==> src/rtl/led_blink_ctrl.sv <==
// Multi-channel LED pattern generator: OFF / ON / free-running BLINK / finite BURST per channel,
// all stepping on a shared prescaler tick. Channels are reconfigured one at a time via cfg_wr.
module led_blink_ctrl #(
   parameter int CH_NUM   = 4,
   parameter int TICK_MAX = 49_999,
   parameter int PER_W    = 10,
   parameter int BST_W    = 8,
   localparam int CH_W    = (CH_NUM > 1) ? $clog2(CH_NUM) : 1
) (
   input  logic              sys_clk,
   input  logic              sys_rst,
   input  logic              cfg_wr,
   input  logic [CH_W-1:0]   cfg_ch,
   input  logic [1:0]        cfg_mode,
   input  logic [PER_W-1:0]  cfg_half,
   input  logic [BST_W-1:0]  cfg_burst,
   output logic [CH_NUM-1:0] led_out,
   output logic [CH_NUM-1:0] busy,
   output logic [CH_NUM-1:0] done
);

   localparam int PS_W = (TICK_MAX > 0) ? $clog2(TICK_MAX + 1) : 1;

   typedef enum logic [1:0] {
      MODE_OFF   = 2'b00,
      MODE_ON    = 2'b01,
      MODE_BLINK = 2'b10,
      MODE_BURST = 2'b11
   } mode_e;

   logic [PS_W-1:0] presc_q, presc_d;
   logic            tick;

   assign tick = (presc_q == PS_W'(TICK_MAX));

   always_comb begin
      presc_d = presc_q + PS_W'(1);
      if (tick) begin
         presc_d = '0;
      end
   end

   always_ff @(posedge sys_clk or posedge sys_rst) begin
      if (sys_rst) begin
         presc_q <= '0;
      end else begin
         presc_q <= presc_d;
      end
   end

   generate
      for (genvar gi = 0; gi < CH_NUM; gi++) begin : g_ch
         mode_e            mode_q,  mode_d;
         logic [PER_W-1:0] half_q,  half_d;
         logic [PER_W-1:0] phase_q, phase_d;
         logic [BST_W-1:0] rem_q,   rem_d;
         logic             led_q,   led_d;
         logic             done_q,  done_d;
         logic             wr_hit;
         logic [PER_W-1:0] half_eff;

         // Channel indices that do not exist can never match, so out-of-range writes are dropped.
         assign wr_hit   = cfg_wr && (cfg_ch == CH_W'(gi));
         assign half_eff = (half_q == '0) ? PER_W'(1) : half_q;

         always_comb begin
            mode_d  = mode_q;
            half_d  = half_q;
            phase_d = phase_q;
            rem_d   = rem_q;
            led_d   = led_q;
            done_d  = 1'b0;
            if (wr_hit) begin
               half_d  = cfg_half;
               rem_d   = cfg_burst;
               phase_d = '0;
               case (cfg_mode)
                  2'b01: begin
                     mode_d = MODE_ON;
                     led_d  = 1'b1;
                  end
                  2'b10: begin
                     mode_d = MODE_BLINK;
                     led_d  = 1'b1;
                  end
                  2'b11: begin
                     // A zero-length burst degenerates to OFF so busy never rises.
                     if (cfg_burst != '0) begin
                        mode_d = MODE_BURST;
                        led_d  = 1'b1;
                     end else begin
                        mode_d = MODE_OFF;
                        led_d  = 1'b0;
                     end
                  end
                  default: begin
                     mode_d = MODE_OFF;
                     led_d  = 1'b0;
                  end
               endcase
            end else if (tick && (mode_q == MODE_BLINK || mode_q == MODE_BURST)) begin
               if (phase_q == half_eff - PER_W'(1)) begin
                  phase_d = '0;
                  led_d   = ~led_q;
                  if (mode_q == MODE_BURST && led_q) begin
                     rem_d = rem_q - BST_W'(1);
                     if (rem_q == BST_W'(1)) begin
                        mode_d = MODE_OFF;
                        led_d  = 1'b0;
                        done_d = 1'b1;
                     end
                  end
               end else begin
                  phase_d = phase_q + PER_W'(1);
               end
            end
         end

         always_ff @(posedge sys_clk or posedge sys_rst) begin
            if (sys_rst) begin
               mode_q  <= MODE_OFF;
               half_q  <= '0;
               phase_q <= '0;
               rem_q   <= '0;
               led_q   <= 1'b0;
               done_q  <= 1'b0;
            end else begin
               mode_q  <= mode_d;
               half_q  <= half_d;
               phase_q <= phase_d;
               rem_q   <= rem_d;
               led_q   <= led_d;
               done_q  <= done_d;
            end
         end

         assign led_out[gi] = led_q;
         assign busy[gi]    = (mode_q == MODE_BURST);
         assign done[gi]    = done_q;
      end
   endgenerate

endmodule

==> config.mk <==
export PLATFORM = sky130hd
export DESIGN_NAME = led_blink_ctrl
export DESIGN_NICKNAME = d
export VERILOG_FILES = /design/src/rtl/led_blink_ctrl.sv
export SDC_FILE = /design/constraint.sdc
export NUM_CORES = 1
export LEC_CHECK = 0
export BUFFER_PORTS_ARGS = -buffer_cell sky130_fd_sc_hd__buf_2
export CAP_MARGIN = 40
export CORE_AREA = 2 2 174 108
export CTS_CLUSTER_SIZE = 25
export DETAILED_ROUTE_END_ITERATION = 12
export DIE_AREA = 0 0 176 110
export PLACE_DENSITY = 0.66
export SKIP_CTS_REPAIR_TIMING = 1
export SLEW_MARGIN = 20
export SYNTH_ARGS = -nofsm -noshare
export SYNTH_HDL_FRONTEND = slang
export SYNTH_SLANG_ARGS = --single-unit
export TNS_END_PERCENT = 100
==> constraint.sdc <==
create_clock -name sys_clk -period 5.6 [get_ports sys_clk]
set_input_delay 0.56 -clock sys_clk [delete_from_list [all_inputs] [get_ports sys_clk]]
set_output_delay 0.56 -clock sys_clk [all_outputs]
set_load 0.005 [all_outputs]
Word-level counts from Yosys, hierarchy flattened
Cells that the tools add are included.
{ "totals": {"register_bits": 144, "latch_bits": 0, "mem_bits_rw": 0, "romBits": 0, "input_bits": 25, "out_inout_bits": 12, "elab_cells": 213, "mem_count": 0} }
{ "classes": {"addsub": 13, "multipliers": 0, "n_div": 0, "n_lt_le_gt_ge": 0, "eq_ne": 23, "n_shift": 0, "mux": 97, "bitwise": 4, "reduce_logical": 51} }
{ "op_table": {"columns": ["operator", "count"], "rows": [
  ["$mux W10", 16],
  ["$mux W8", 16],
  ["$mux W2", 21],
  ["$mux W1", 41],
  ["$add A10 B1 Y10 const B", 4],
  ["$eq A10 B10 Y1", 4],
  ["$logic_not A10 Y1", 4],
  ["$sub A10 B1 Y10 const B", 4],
  ["$eq A8 B1 Y1 const B", 4],
  ["$reduce_bool A2 Y1", 16],
  ["$sub A8 B1 Y8 const B", 4],
  ["$eq A2 B2 Y1 const B", 12],
  ["$add A16 B1 Y16 const B", 1],
  ["$eq A16 B16 Y1 const B", 1],
  ["$mux W16", 1],
  ["$reduce_and A4 Y1", 4],
  ["$logic_and A1 B1 Y1", 12],
  ["$reduce_and A3 Y1", 4],
  ["$reduce_and A2 Y1", 4],
  ["$reduce_bool A8 Y1", 1],
  ["$pmux W2 S3", 1],
  ["$eq A2 B1 Y1 const B", 2],
  ["$logic_or A1 B1 Y1", 4],
  ["$not A1 Y1", 4],
  ["other kinds (3)", 3]
]} }

Longest topological paths before layout
{ "depth": {"ltp_word": 7, "ltp_mapped": 15} }

Least setup slack after synthesis
Ideal clock, no wire load.
{ "synth_path": {"path_kind": "flip-flop to flip-flop", "from": "register g_ch[2].half_q[4]", "to": "register g_ch[2].mode_q[1]", "setup_ns": 0.120, "arrival_ns": 3.871, "t_required_ns": 5.480, "slack_ns": 1.609, "path_stages_with_launch": 15, "n_path_buf": 3, "path_cell_list": "dfrtp_1 -> clkbuf_1 -> nor4_1 -> and3_1 -> nor2_1 -> ha_1 -> or3b_1 -> clkbuf_1 -> or3_1 -> a221o_1 -> or4_4 -> buf_6 -> or2_4 -> or4_4 -> a31o_1"} }
{ "synth_via": {"elab_chain_len": 6} }
{ "synth_lines": {"columns": ["item", "line", "source"], "rows": [
  ["start, declared", "54", "logic [PER_W-1:0] half_q, half_d;"],
  ["start signal, assigned", "129", "half_q <= half_d;"],
  ["$logic_not A10 Y1", "64", "assign half_eff = (half_q == '0) ? PER_W'(1) : half_q;"],
  ["$mux W10 *", "64", null],
  ["$sub A10 B1 Y10 *", "102", "if (phase_q == half_eff - PER_W'(1)) begin"],
  ["$eq A10 B10 Y1 *", "102", null],
  ["$reduce_bool A2 Y1 (no line) *", null, null],
  ["$reduce_and A4 Y1 (no line) *", null, null],
  ["end signal, assigned", "128", "mode_q <= mode_d;"],
  ["end, declared", "53", "mode_e mode_q, mode_d;"]
]} }
Mark *: on every way between the ends. The rest lies on a longest branch, timed or not.
A chain may end at the register's enable or synchronous reset.

Worst setup path in the final report
{ "layout_path": {"from": "register g_ch[0].half_q[5]", "to": "register g_ch[0].rem_q[7]"} }
{ "layout_via": {"elab_chain_len": 6} }
{ "layout_lines": {"columns": ["item", "line", "source"], "rows": [
  ["start, declared", "54", null],
  ["start signal, assigned", "129", null],
  ["$logic_not A10 Y1", "64", null],
  ["$mux W10 *", "64", null],
  ["$sub A10 B1 Y10 *", "102", null],
  ["$eq A10 B10 Y1 *", "102", null],
  ["$reduce_bool A2 Y1 (no line) *", null, null],
  ["$reduce_and A3 Y1 (no line) *", null, null],
  ["end signal, assigned", "131", "rem_q <= rem_d;"],
  ["end, declared", "56", "logic [BST_W-1:0] rem_q, rem_d;"]
]} }
Marked as above.

==> run_results.csv <==
group,metric,value,unit
yosys,netlist.area_leader.share,41.3,%
sta,min_period,4270,ps
sta,finalMaxSlewViolations,0,
yosys,async_reset_ff_share,100,%
sta,timing.fmax,234,MHz
routing,vias,7621,
global_route,grt.total_usage,25.3,%
floorplanning,start_util,49.2,%
job,drv_cap,0,
critical_path,cp-start-kind,"flop",
yosys,avgSynthCellArea,8.47,µm²
finish,layout-drive-gt1-share,10.2,%
placed_design,globalplace.congestion,0.908,
sta,tns,0,ps
clock_network,cts-root-buf,"clkbuf_16",
sta,period_share,76.3,%
power,p_leak,4.17,nW
finish,fillers,1634,
yosys,synth_most_common_cell,"nand2_1",
routing,drt_iter0_drc,825,
global_route,antenna_found_initial,0,
yosys,ys_types,68,
routing,drt_pass1_iterations,6,
yosys,synth.top_cells.by_area,"dfrtp_1 41%, nand2_1 8.2%, xnor2_1 3.7%",
critical_path,reg2reg_from,"g_ch[0].half_q[5]$_DFFE_PP0P_",
run_status,status,"completed",
clock_network,cts_sinks,144,
finish,multiInputGateArea,4770,µm²
placed_design,hpwl,16.2,mm
yosys,synth_edf_count,0,
floorplanning,die_w,176,µm
floorplanning,core,17700,µm²
floorplanning,io_pins,37,
critical_path,r2r_cells,11,
floorplanning,die_h,110,µm
power,power_frac_clock,39.8,%
power,power,2.97,mW
routing,drc,0,
clock_network,clockBufferDepth,2,
global_route,grt_pass1_wl,37.5,mm
sta,slew_headroom,47.2,%
floorplanning,fp.dieArea,19400,µm²
sta,tightest_slew,786,ps
sta,hold_viol,0,
clock_network,htree_levels,4,
yosys,synth_top_area_cell,"dfrtp_1",
global_route,grt_start_max_net_pins,77,
power,peakVddDrop,0.217,mV
global_route,grt-ovfl-total,0,
yosys,syn_nets,1073,
placed_design,port-buffer-count,36,
finish,num-nets-final,1087,
clock_network,path_clk_slew,70,ps
power,p_comb_share,16.8,%
critical_path,reg2reg_to,"g_ch[0].rem_q[7]$_DFFE_PP0P_",
critical_path,crit_type,"reg2reg",
routing,wirelength,23.2,mm
finish,antenna_cells,0,
routing,via_per_inst,5.88,
yosys,ys_warn_count,0,
yosys,synth_area,8720,µm²
critical_path,cp.arrival,4620,ps
routing,wl_per_cell,17.9,µm
power,switching_share,30.7,%
power,seqPwrFrac,43.4,%
finish,area_growth,11.2,%
routing,drtAntennaViolNets,0,
critical_path,cp_max_fo,18,
critical_path,endpoint_kind,"flop",
power,power_switching,0.912,mW
clock_network,clk_latency,430,ps
critical_path,cp.required,5950,ps
sta,setup_viol,0,
power,power.internal,2.05,mW
clock_network,cts_tree,"yes",
hold_path,hold_path_class,"in2async",
yosys,synth-seq-cells,144,
clock_network,cts_made_buffers,17,
floorplanning,rows,38,
global_route,grt_pass1_vias,6765,
yosys,ys.flop_type,"dfrtp_1",
finish,seq_area,3600,µm²
sta,rsz0062_at_grt,"no",
yosys,ys_top_cells_by_count,"191 x nand2_1, 144 x dfrtp_1, 76 x nor2_1",
power,power.density,306,nW/µm²
critical_path,rrSetupSlack,1330,ps
sta,fin_skew,10.2,ps
yosys,seq_area_frac_synth,41.3,%
yosys,synthCells,1029,
[worst max-delay path by stage]
stage,start,to,slack (ps),depth (start not counted)
6_report,g_ch[0].half_q[5]$_DFFE_PP0P_,g_ch[0].rem_q[7]$_DFFE_PP0P_,1330,11
5_1_grt,g_ch[0].half_q[5]$_DFFE_PP0P_,g_ch[0].rem_q[7]$_DFFE_PP0P_,990,11
4_1_cts,g_ch[1].half_q[5]$_DFFE_PP0P_,g_ch[1].rem_q[6]$_DFFE_PP0P_,1400,11
3_5_place_dp,g_ch[1].half_q[5]$_DFFE_PP0P_,g_ch[1].rem_q[6]$_DFFE_PP0P_,1410,11
3_3_place_gp,g_ch[2].half_q[4]$_DFFE_PP0P_,g_ch[2].mode_q[0]$_DFFE_PP0P_,1570,11
2_1_floorplan,sys_rst,g_ch[0].done_q$_DFF_PP0_,1170,1
[state kept, by name, indices dropped and copies added (netlist names)]
signal / flops
g_ch.half_q: 40
presc_q: 16
g_ch.led_q: 4
g_ch.done_q: 4
g_ch.mode_q: 8
g_ch.phase_q: 40
g_ch.rem_q: 32
[placed cells by master, fill, tap and decap left out, types with 4 or more instances in the layout]
cell,instances
nand3_1,48
a31oi_1,35
mux2_2,4
o31a_1,4
a21oi_1,25
xnor2_1,37
nand2b_1,8
inv_6,5
nor2_1,75
ha_1,19
nor4_1,22
nor3_1,30
buf_4,10
nor4b_1,5
xor2_1,37
and2_1,13
and4_1,5
nand2_1,191
and3_1,15
or4_1,11
mux2i_1,5
inv_1,29
nand4_1,22
o31ai_1,4
o22ai_1,7
clkinv_4,4
nor3b_1,8
nand3b_1,14
nand4b_1,7
o21ai_0,49
buf_2,36
dfrtp_1,144
or2_2,6
clkbuf_16,17
nor2b_1,12
and3b_1,4
or3_1,24
[cells by family after synthesis]
family,Yosys count,share of synthesized area (%)
simple gates,537,31.5
mux,9,1.09
compound gates,161,11.6
flops,144,41.3
xor+xnor,75,7.69
fa+ha+maj,19,2.73
buf+inv,84,4.05
[layout make-up]
type | count | area share [%]
repair buffers | 49 | 3.12
inverters | 30 | 1.21
flip-flops and latches | 144 | 37.1
clock inverters | 13 | 1.57
multi-input cells | 801 | 49.2
well taps | 240 | 3.10
clock buffers | 19 | 4.67
[power by group through the flow]
stage / combinational [mW] / clock (mW) / sequential (mW)
floorplan: 0.393 / 0 / 1.25
global placement: 0.481 / 0 / 1.30
detailed placement: 0.492 / 0 / 1.30
CTS: 0.496 / 1.19 / 1.29
global route: 0.563 / 1.24 / 1.31
finish: 0.498 / 1.18 / 1.29
[metrics by stage]
step | std cells | worst slack [ps] | util, % | hold WS [ps] | instance area, µm²
after floorplan | 1029 | 1170 | - | 433 | 8720
after global placement | 1260 | 1570 | 51.0 | 451 | 9040
after detailed placement | 1263 | 1410 | 51.3 | 458 | 9090
after CTS | 1295 | 1400 | 54.7 | 90.3 | 9700
after global routing | 1296 | 990 | 54.7 | 108 | 9700
final | 1296 | 1330 | 54.7 | 86.7 | 9700
[worst max-delay path, cell delays in order (launching register included)]
cell,delay [ps]
dfrtp_1,440
nor4_1,490
a41oi_1,260
ha_1,310
nor2b_1,150
or3_1,320
a31o_2,210
nor4_1,650
nand2_1,510
buf_4,330
or3_1,350
a31oi_1,160
[metal layers]
layer,vias to the layer above,part of all wire [%],GRT usage [%]
met2,268,40,34.6
li1,3679,-,-
met1,3650,52,39.6
met4,0,1.3,7.56
met3,24,7.6,5.18
met5,-,0,0
Power figures use the tool's default switching activity.
